==> src/rtl/riscv_core_mul_pkg.sv <==
// Shared types for the iterative RV64M multiplier: operation codes and FSM states.
package riscv_core_mul_pkg;

    localparam logic [1:0] MUL_CTL_MUL    = 2'b00;
    localparam logic [1:0] MUL_CTL_MULH   = 2'b01;
    localparam logic [1:0] MUL_CTL_MULHSU = 2'b10;
    localparam logic [1:0] MUL_CTL_MULHU  = 2'b11;

    typedef enum logic [1:0] {
        OP_MUL    = MUL_CTL_MUL,
        OP_MULH   = MUL_CTL_MULH,
        OP_MULHSU = MUL_CTL_MULHSU,
        OP_MULHU  = MUL_CTL_MULHU
    } mul_op_e;

    typedef enum logic [1:0] {
        ST_IDLE = 2'b00,
        ST_CALC = 2'b01,
        ST_FIX  = 2'b10,
        ST_DONE = 2'b11
    } mul_state_e;

endpackage

==> src/rtl/riscv_core_mul_step.sv <==
// One multiplier iteration: adds the shifted partial product of one multiplier digit.
module riscv_core_mul_step #(
    parameter int XLEN       = 64,
    parameter int RADIX_BITS = 4,
    parameter int STEP_W     = 4
) (
    input  logic [2*XLEN-1:0]     acc_i,
    input  logic [XLEN-1:0]       mcnd_i,
    input  logic [RADIX_BITS-1:0] digit_i,
    input  logic [STEP_W-1:0]     step_i,
    output logic [2*XLEN-1:0]     acc_o
);

    logic [2*XLEN-1:0] pp_d;
    logic [31:0]       shamt_d;

    // Partial product of the current digit, aligned to its bit position.
    always_comb begin
        shamt_d = 32'(step_i) * $unsigned(32'(RADIX_BITS));
        pp_d    = ({{XLEN{1'b0}}, mcnd_i} * {{(2*XLEN-RADIX_BITS){1'b0}}, digit_i}) << shamt_d;
        acc_o   = acc_i + pp_d;
    end

endmodule

==> src/rtl/riscv_core_mul_iter.sv <==
// Iterative RV64M multiplier (MUL/MULH/MULHSU/MULHU/MULW), RADIX_BITS bits per cycle.
// Optional RISCV_MUL_EARLY_OUT_EN: leave CALC once the remaining multiplier is zero.
module riscv_core_mul_iter
    import riscv_core_mul_pkg::*;
#(
    parameter int XLEN       = 64,
    parameter int RADIX_BITS = 4
) (
    input  logic            i_clk,
    input  logic            i_rst,
    input  logic            i_mul_in_valid,
    output logic            o_mul_in_ready,
    input  logic [XLEN-1:0] i_mul_srcA,
    input  logic [XLEN-1:0] i_mul_srcB,
    input  logic [1:0]      i_mul_control,
    input  logic            i_mul_isword,
    input  logic            i_mul_flush,
    output logic            o_mul_out_valid,
    input  logic            i_mul_out_ready,
    output logic [XLEN-1:0] o_mul_result,
    output logic            o_mul_busy
);

    localparam int NSTEP_FULL = XLEN / RADIX_BITS;
    localparam int NSTEP_WORD = 32 / RADIX_BITS;
    localparam int STEP_W     = $clog2(NSTEP_FULL);
    localparam logic [STEP_W-1:0] LAST_FULL = STEP_W'(NSTEP_FULL - 1);
    localparam logic [STEP_W-1:0] LAST_WORD = STEP_W'(NSTEP_WORD - 1);
    localparam logic [XLEN-1:0]   WORD_MASK = XLEN'(64'h0000_0000_FFFF_FFFF);

    mul_state_e        state_q;
    mul_op_e           op_q;
    logic              word_q;
    logic              neg_q;
    logic [XLEN-1:0]   mcnd_q;
    logic [XLEN-1:0]   mplr_q;
    logic [2*XLEN-1:0] acc_q;
    logic [STEP_W-1:0] step_q;
    logic [STEP_W-1:0] last_step_q;
    logic [XLEN-1:0]   result_q;
    logic              in_ready_q;
    logic              out_valid_q;
    logic              busy_q;

    mul_op_e           op_in_d;
    logic              a_neg_d;
    logic              b_neg_d;
    logic [XLEN-1:0]   opa_d;
    logic [XLEN-1:0]   opb_d;
    logic [XLEN-1:0]   mag_a_d;
    logic [XLEN-1:0]   mag_b_d;
    logic [2*XLEN-1:0] acc_d;
    logic [XLEN-1:0]   mplr_d;
    logic              calc_done_d;
    logic [2*XLEN-1:0] prod_d;
    logic [XLEN-1:0]   result_d;

    riscv_core_mul_step #(
        .XLEN       (XLEN),
        .RADIX_BITS (RADIX_BITS),
        .STEP_W     (STEP_W)
    ) u_step (
        .acc_i   (acc_q),
        .mcnd_i  (mcnd_q),
        .digit_i (mplr_q[RADIX_BITS-1:0]),
        .step_i  (step_q),
        .acc_o   (acc_d)
    );

    // Operand magnitudes and result sign; MULW multiplies the low words unsigned.
    always_comb begin
        op_in_d = mul_op_e'(i_mul_control);
        a_neg_d = 1'b0;
        b_neg_d = 1'b0;
        if (i_mul_isword) begin
            opa_d = i_mul_srcA & WORD_MASK;
            opb_d = i_mul_srcB & WORD_MASK;
        end else begin
            opa_d   = i_mul_srcA;
            opb_d   = i_mul_srcB;
            a_neg_d = (op_in_d != OP_MULHU) && i_mul_srcA[XLEN-1];
            b_neg_d = ((op_in_d == OP_MUL) || (op_in_d == OP_MULH)) && i_mul_srcB[XLEN-1];
        end
        mag_a_d = a_neg_d ? ({XLEN{1'b0}} - opa_d) : opa_d;
        mag_b_d = b_neg_d ? ({XLEN{1'b0}} - opb_d) : opb_d;
    end

    // Iteration exit test and final sign fix / half select.
    always_comb begin
        mplr_d = mplr_q >> RADIX_BITS;
`ifdef RISCV_MUL_EARLY_OUT_EN
        calc_done_d = (step_q == last_step_q) || (mplr_d == {XLEN{1'b0}});
`else
        calc_done_d = (step_q == last_step_q);
`endif
        prod_d = neg_q ? ({(2*XLEN){1'b0}} - acc_q) : acc_q;
        if (word_q) begin
            result_d = XLEN'($signed(prod_d[31:0]));
        end else begin
            case (op_q)
                OP_MUL:  result_d = prod_d[XLEN-1:0];
                default: result_d = prod_d[2*XLEN-1:XLEN];
            endcase
        end
    end

    // Control FSM with registered handshake/status outputs; flush beats every other event.
    always_ff @(posedge i_clk) begin
        if (i_rst) begin
            state_q     <= ST_IDLE;
            op_q        <= OP_MUL;
            word_q      <= 1'b0;
            neg_q       <= 1'b0;
            mcnd_q      <= {XLEN{1'b0}};
            mplr_q      <= {XLEN{1'b0}};
            acc_q       <= {(2*XLEN){1'b0}};
            step_q      <= {STEP_W{1'b0}};
            last_step_q <= {STEP_W{1'b0}};
            result_q    <= {XLEN{1'b0}};
            in_ready_q  <= 1'b1;
            out_valid_q <= 1'b0;
            busy_q      <= 1'b0;
        end else if (i_mul_flush) begin
            state_q     <= ST_IDLE;
            in_ready_q  <= 1'b1;
            out_valid_q <= 1'b0;
            busy_q      <= 1'b0;
        end else begin
            case (state_q)
                ST_IDLE: begin
                    if (i_mul_in_valid) begin
                        state_q     <= ST_CALC;
                        op_q        <= op_in_d;
                        word_q      <= i_mul_isword;
                        neg_q       <= a_neg_d ^ b_neg_d;
                        mcnd_q      <= mag_a_d;
                        mplr_q      <= mag_b_d;
                        acc_q       <= {(2*XLEN){1'b0}};
                        step_q      <= {STEP_W{1'b0}};
                        last_step_q <= i_mul_isword ? LAST_WORD : LAST_FULL;
                        in_ready_q  <= 1'b0;
                        busy_q      <= 1'b1;
                    end else begin
                        in_ready_q  <= 1'b1;
                        busy_q      <= 1'b0;
                    end
                end
                ST_CALC: begin
                    acc_q  <= acc_d;
                    mplr_q <= mplr_d;
                    step_q <= step_q + STEP_W'(1'b1);
                    if (calc_done_d) begin
                        state_q <= ST_FIX;
                    end else begin
                        state_q <= ST_CALC;
                    end
                end
                ST_FIX: begin
                    result_q    <= result_d;
                    out_valid_q <= 1'b1;
                    state_q     <= ST_DONE;
                end
                ST_DONE: begin
                    if (i_mul_out_ready) begin
                        state_q     <= ST_IDLE;
                        out_valid_q <= 1'b0;
                        in_ready_q  <= 1'b1;
                        busy_q      <= 1'b0;
                    end else begin
                        state_q     <= ST_DONE;
                    end
                end
                default: begin
                    state_q     <= ST_IDLE;
                    out_valid_q <= 1'b0;
                    in_ready_q  <= 1'b1;
                    busy_q      <= 1'b0;
                end
            endcase
        end
    end

    assign o_mul_in_ready  = in_ready_q;
    assign o_mul_out_valid = out_valid_q;
    assign o_mul_result    = result_q;
    assign o_mul_busy      = busy_q;

endmodule
==> config.mk <==
export PLATFORM = sky130hd
export DESIGN_NAME = riscv_core_mul_iter
export DESIGN_NICKNAME = d
export VERILOG_FILES = /design/src/rtl/riscv_core_mul_pkg.sv /design/src/rtl/riscv_core_mul_step.sv /design/src/rtl/riscv_core_mul_iter.sv
export SDC_FILE = /design/constraint.sdc
export NUM_CORES = 2
export LEC_CHECK = 0
export BUFFER_PORTS_ARGS = -buffer_cell sky130_fd_sc_hd__buf_2
export CELL_PAD_IN_SITES_DETAIL_PLACEMENT = 1
export CELL_PAD_IN_SITES_GLOBAL_PLACEMENT = 2
export CORE_MARGIN = 2
export CORE_UTILIZATION = 34
export DETAILED_ROUTE_END_ITERATION = 16
export PLACE_DENSITY_LB_ADDON = 0.1
export SLEW_MARGIN = 30
export SYNTH_ARGS = -nofsm -noshare
export SYNTH_HDL_FRONTEND = slang
export SYNTH_SLANG_ARGS = --single-unit
==> constraint.sdc <==
create_clock -name i_clk -period 7.8 [get_ports i_clk]
set_clock_uncertainty 0.05 [all_clocks]
set_input_delay 1.56 -clock i_clk [delete_from_list [all_inputs] [get_ports i_clk]]
set_output_delay 1.56 -clock i_clk [all_outputs]
set_load 0.02 [all_outputs]
After elaboration in Yosys (flattened, before gate mapping):

Index checks and enable logic that the tools add are counted.

* $add $sub $neg: 5
* multipliers: 1
* equal/unequal tests: 8
* shift operators: 1
* mux-type cells: 27
* bitwise logic cells: 2
* reductions and logical operators: 15

Operators with widths (count)
* 64-bit two-way mux: 7
* 128-bit two-way mux: 2
* 128-bit one-hot mux with 2 select lines: 1
* 128-bit adder: 1
* 64-bit one-hot mux with 2 select lines: 1
* 68-bit by 6-bit left shift with 128-bit output: 1
* 1-bit by 128-bit subtractor with 128-bit output, first input constant: 1
* 1-bit by 64-bit subtractor with 64-bit output, first input constant: 2
* 64-bit by 4-bit multiplier with 68-bit output: 1
* 4-bit two-way mux: 2
* 2-bit one-hot mux with 4 select lines: 1
* 4-bit one-hot mux with 2 select lines: 1
* 2-bit logical NOT: 3
* 1-bit two-way mux: 6
* 2-bit two-way mux: 3
* 2-bit inequality test, second input constant: 3
* 1-bit one-hot mux with 2 select lines: 3
* 2-bit AND reduction: 3
* 3-bit AND reduction: 2
* 2-bit nonzero test: 3
* 4-bit by 1-bit adder with 4-bit output, second input constant: 1
* 2-bit by 1-bit equality test with 1-bit output, second input constant: 2
* 2-bit equality test, second input constant: 2
* 4-bit equality test: 1
* 5 further kinds: 6

* register bits after elaboration: 337
* input bits: 136
* output and inout port bits: 67

Longest topological paths before layout:

* word-level depth: 7
* gate-level depth with buffers: 35

By module:

A second synthesis with hierarchy kept.

* cell total of the unflattened synthesis: 6064
* area, all modules: 42199.2 um^2

Modules (own cells, without submodules)
* riscv_core_mul_step: instances 1, cells an instance 3210, area an instance 21526.9 um^2
* riscv_core_mul_iter: instances 1, cells an instance 2854, area an instance 20672.3 um^2

Least setup slack after synthesis:

No wires, ideal clock.

* path kind: register to register
* start: reg mplr_q[3]
* end: reg acc_q[124]
* setup time: 0.124 ns
* arrival time: 7.702 ns
* required time: 7.626 ns
* path slack: -0.076 ns
* stages on the path, launching flop included: 33
* path buffers: 3
* period minus slack after synthesis: 7.876 ns
* path through: dfxtp_1 -> clkbuf_1 -> clkbuf_1 -> and2_1 -> fa_1 -> inv_1 -> fa_1 -> inv_1 -> ha_1 -> a21o_1 -> a221oi_2 -> o21ai_1 -> a211o_1 -> and4_1 -> or2_1 -> o41ai_1 -> a311oi_1 -> mux4_2 -> a22oi_1 -> mux2i_1 -> ha_1 -> clkbuf_1 -> nand2_1 -> or3_1 -> nor4_1 -> nand3_1 -> a2111oi_1 -> o31ai_1 -> a21oi_1 -> a21oi_1 -> o41ai_1 -> xnor2_1 -> o21ai_1

* longest elaborated chain between the ends: 4

Ends and longest elaborated chain
* from (decl): line riscv_core_mul_iter.sv:36 `logic [XLEN-1:0] mplr_q;`
* from (signal assigned): line riscv_core_mul_iter.sv:115 `mplr_q <= {XLEN{1'b0}};`
* from (signal assigned): line riscv_core_mul_iter.sv:137 `mplr_q <= mag_b_d;`
* from (signal assigned): line riscv_core_mul_iter.sv:150 `mplr_q <= mplr_d;`
* 64-bit by 4-bit multiplier with 68-bit output: line riscv_core_mul_step.sv:20 `pp_d = ({{XLEN{1'b0}}, mcnd_i} * {{(2*XLEN-RADIX_BITS){1'b0}}, digit_i}) << shamt_d;`
* 68-bit by 6-bit left shift with 128-bit output: line riscv_core_mul_step.sv:20
* 128-bit adder: line riscv_core_mul_step.sv:21 `acc_o = acc_i + pp_d;`
* 128-bit one-hot mux with 2 select lines: line riscv_core_mul_iter.sv:129 `case (state_q)`
* to (signal assigned): line riscv_core_mul_iter.sv:116 `acc_q <= {(2*XLEN){1'b0}};`
* to (signal assigned): line riscv_core_mul_iter.sv:138 `acc_q <= {(2*XLEN){1'b0}};`
* to (decl): line riscv_core_mul_iter.sv:37 `logic [2*XLEN-1:0] acc_q;`

No other way between the ends.
A chain may end at the register's enable or synchronous reset.

Final worst setup path:

Ends and elaborated chain as after synthesis.

==> flow_metrics.py <==
metrics = {
    "final_layout": {
        "final_common_cell": "buf_4",
        "fin_area_um2": 58000,
        "final_cell_mix": "buf_4 (1303), nor2_1 (571), nand2_1 (539)",
        "drive_above_1_share_pct": 35.1,
        "final_util_pct": 50.1,
        "nets": 7295,
        "final_cells": 8369,
        "area_growth_pct": 46.7,
    },
    "placed_design": {
        "placed_cell_area_um2": 50500,
        "gp_congestion": 0.968,
        "port_buffers": 202,
        "dp.cells": 8111,
        "hpwl_mm": 157,
        "dp_slack_ns": -1.84,
    },
    "clock_network": {
        "worstSkewPairLatency_ns": 0.66,
        "clkTransAtPathRegs_ns": 0.06,
        "cts_buffers": 46,
        "htreeDepth": 2,
        "clockBufferDepth": 3,
        "cts.sinks": 335,
        "hold_buffers": 0,
        "cts-root-buf": "clkbuf_16",
        "cts_tree": "done",
    },
    "setup_path": {
        "path_class": "reg2reg",
        "worstSetupEndpoint": "acc_q[124]",
        "max_stage_delay_ns": 0.56,
        "cp-startpoint": "mplr_q[3]",
        "rr_worst_depth": 36,
        "r2r_slack_ns": -0.33,
        "crit_path_frequent_cell": "buf_6",
        "crit_fanout": 7,
        "worst_path_max_delay_cell": "fa_1",
        "end_kind": "register",
        "cp.required_ns": 8.25,
        "r2r_end": "acc_q[124]",
        "r2r-start": "mplr_q[3]",
        "critPathLaunchType": "register",
        "worstPathArrival_ns": 8.58,
    },
    "routing": {
        "drt_iter0_markers": 2742,
        "antenna_left": 0,
        "wire_per_inst_um": 24.0,
        "dr.pass1.iters": 5,
        "post-route-drc-count": 0,
        "vias": 46500,
        "routed_wl_mm": 201,
        "via_per_inst": 5.56,
    },
    "die": {
        "dieArea_um2": 119000,
        "die_w_um": 345,
        "core-area_um2": 116000,
        "fp.dieH_um": 345,
        "ioPinCount": 203,
        "std_cell_rows": 125,
        "start_util_pct": 34.2,
    },
    "synth": {
        "synth-seq-cells": 335,
        "synth_edf_count": 0,
        "netlist.area_leader.share_pct": 17.0,
        "synth_cell_type_count": 100,
        "yosys_warnings": 0,
        "syn_avg_cell_area_um2": 7.19,
        "synth_top_area_cell": "dfxtp_1",
        "ys.flop_type": "dfxtp_1",
        "async_flop_share_pct": 0,
        "synthCells": 5506,
        "synth-seq-area-share_pct": 17.0,
        "syn_area_um2": 39600,
        "syn_nets": 5992,
        "synth_area_leaders": "dfxtp_1 (17%), ha_1 (7.1%), fa_1 (6.3%), a21oi_1 (5.9%), nor2_1 (5.7%)",
    },
    "global_routing": {
        "first_global_vias": 48000,
        "antenna_found_initial": 2,
        "grt_pass1_wl_mm": 299,
        "grt_max_degree": 135,
        "track_usage_pct": 32.1,
        "gr-total-overflow": 0,
    },
    "pwr": {
        "switching_power_mw": 1.89,
        "intPower_mw": 3.71,
        "p_leak_nw": 26.0,
        "pwr-share-comb_pct": 26.1,
        "vdd_ir_drop_max_mv": 0.122,
        "power.share.sequential_pct": 32.4,
        "power_density_nw_per_um2": 96.5,
        "p_clk_share_pct": 41.4,
        "swShare_pct": 33.8,
    },
    "run_status": {
        "violations": "setup timing",
        "run_status": "finished, violations left",
    },
    "timing": {
        "finalCritPeriodShare_pct": 104,
        "setup_viol": 36,
        "fin_crit_ns": 8.13,
        "rsz0062_at_grt": "true",
        "fin_ws_ns": -0.331,
        "relSlewSlack_pct": 27.3,
        "fmax_ghz": 0.123,
        "final_max_slew_viol_count": 0,
        "tightestPinTransition_ns": 1.09,
        "hold_violations": 0,
    },
    "hold_path": {
        "hp-class": "reg2reg",
        "hold_start": "o_mul_result[18]",
    },
    "run": {
        "drv_cap": 0,
    },
}
[cell type report]
class                      instances  area [µm²]
fill                           14200       57700
antenna                            1        2.50
clock inverter                    27         342
clock buffer                      56        1260
tap                             1524        1910
multi-input combinational       4511       34600
timing repair buffer            1587       12000
inverter                         328        1230
sequential                       335        6730
[sequential cells by signal (all words and copies together), names as in the netlist]
register         count
acc_q              128
last_step_q          2
mcnd_q              64
mplr_q              64
neg_q                1
o_mul_busy           1
o_mul_in_ready       1
o_mul_out_valid      1
o_mul_result        64
op_q                 2
state_q              2
step_q               4
word_q               1
[power by group through the flow]
stage	clock network, mW	registers (mW)	logic [mW]
after global placement	0	1.85	1.30
after global routing	2.42	1.82	1.57
after detailed placement	0	1.85	1.32
after floorplan	0	1.83	0.711
final	2.32	1.81	1.46
after CTS	2.37	1.81	1.40
[how the worst min path moves through the flow]
| stage | endpoint | slack [ns] | cells past startpoint |
|---|---|---|---|
| 2_1_floorplan | mplr_q[60] | 0.37 | 2 |
| 3_3_place_gp | o_mul_result[18] | 0.39 | 2 |
| 3_5_place_dp | o_mul_result[18] | 0.39 | 2 |
| 4_1_cts | o_mul_result[18] | 0.40 | 2 |
| 5_1_grt | mplr_q[37] | 0.42 | 2 |
| 6_report | o_mul_result[18] | 0.40 | 2 |
[through the flow]
| stage | power, mW | setup TNS [ns] | hold WS, ns |
|---|---|---|---|
| after floorplan | 2.54 | 0 | 0.375 |
| after global placement | 3.15 | -70.80 | 0.389 |
| after detailed placement | 3.17 | -76.99 | 0.392 |
| after CTS | 5.59 | -5.68 | 0.401 |
| after global routing | 5.82 | -17.05 | 0.424 |
| final | 5.60 | -5.78 | 0.400 |
[worst max-delay path, delay by kind of cell, from the launching register on]
kind	cells	cell delay [ns]
adders and majority gates	4	1.75
and+or+nand+nor	8	1.71
AOI/OAI and AO/OA	15	2.85
buffers and inverters	8	1.02
DFF	1	0.43
xor gates and xnor gates	1	0.16
[repair_timing]
action | in CTS | in global routing
buffers inserted | 82 | 95
pin swaps | 184 | 185
endpoints found under the setup margin | 88 | 90
gates resized for setup | 452 | 508
gates cloned | 9 | 1
[cells in the mapped netlist (all sizes together), types with 50 or more instances]
cell type,count
clkbuf,299
and2,221
o21bai,50
mux2i,65
nand4,81
a21oi,466
nor3,156
o21ai,316
nor4,58
nor2,606
inv,328
nand2,567
ha,225
a211oi,117
a21o,114
xnor2,216
xor2,154
a22oi,97
fa,125
or3,56
o31ai,62
dfxtp,335
nand3,91
[logic make-up (layout without fill, tap and decap cells)]
group	Yosys count	in the layout	share of synthesized area (%)
adder cells (fa/ha/maj)	350	350	13.4
AND/OR/NAND/NOR	2045	2045	24.9
multiplexers	102	102	3.04
buffers and inverters	660	1998	6.28
other	0	1	0
flip-flops	335	335	17.0
XOR/XNOR	370	370	8.19
AO/OA/AOI/OAI	1644	1644	27.2
[metal layers]
layer	part of all wire (%)	global-route usage, %	vias to the layer above
met5	0.0070	0	-
met4	5.9	16.7	2
met3	3.5	3.05	365
met2	47	54.5	975
met1	44	40.4	22900
li1	-	-	22300
(Power assumes the default switching activity.)
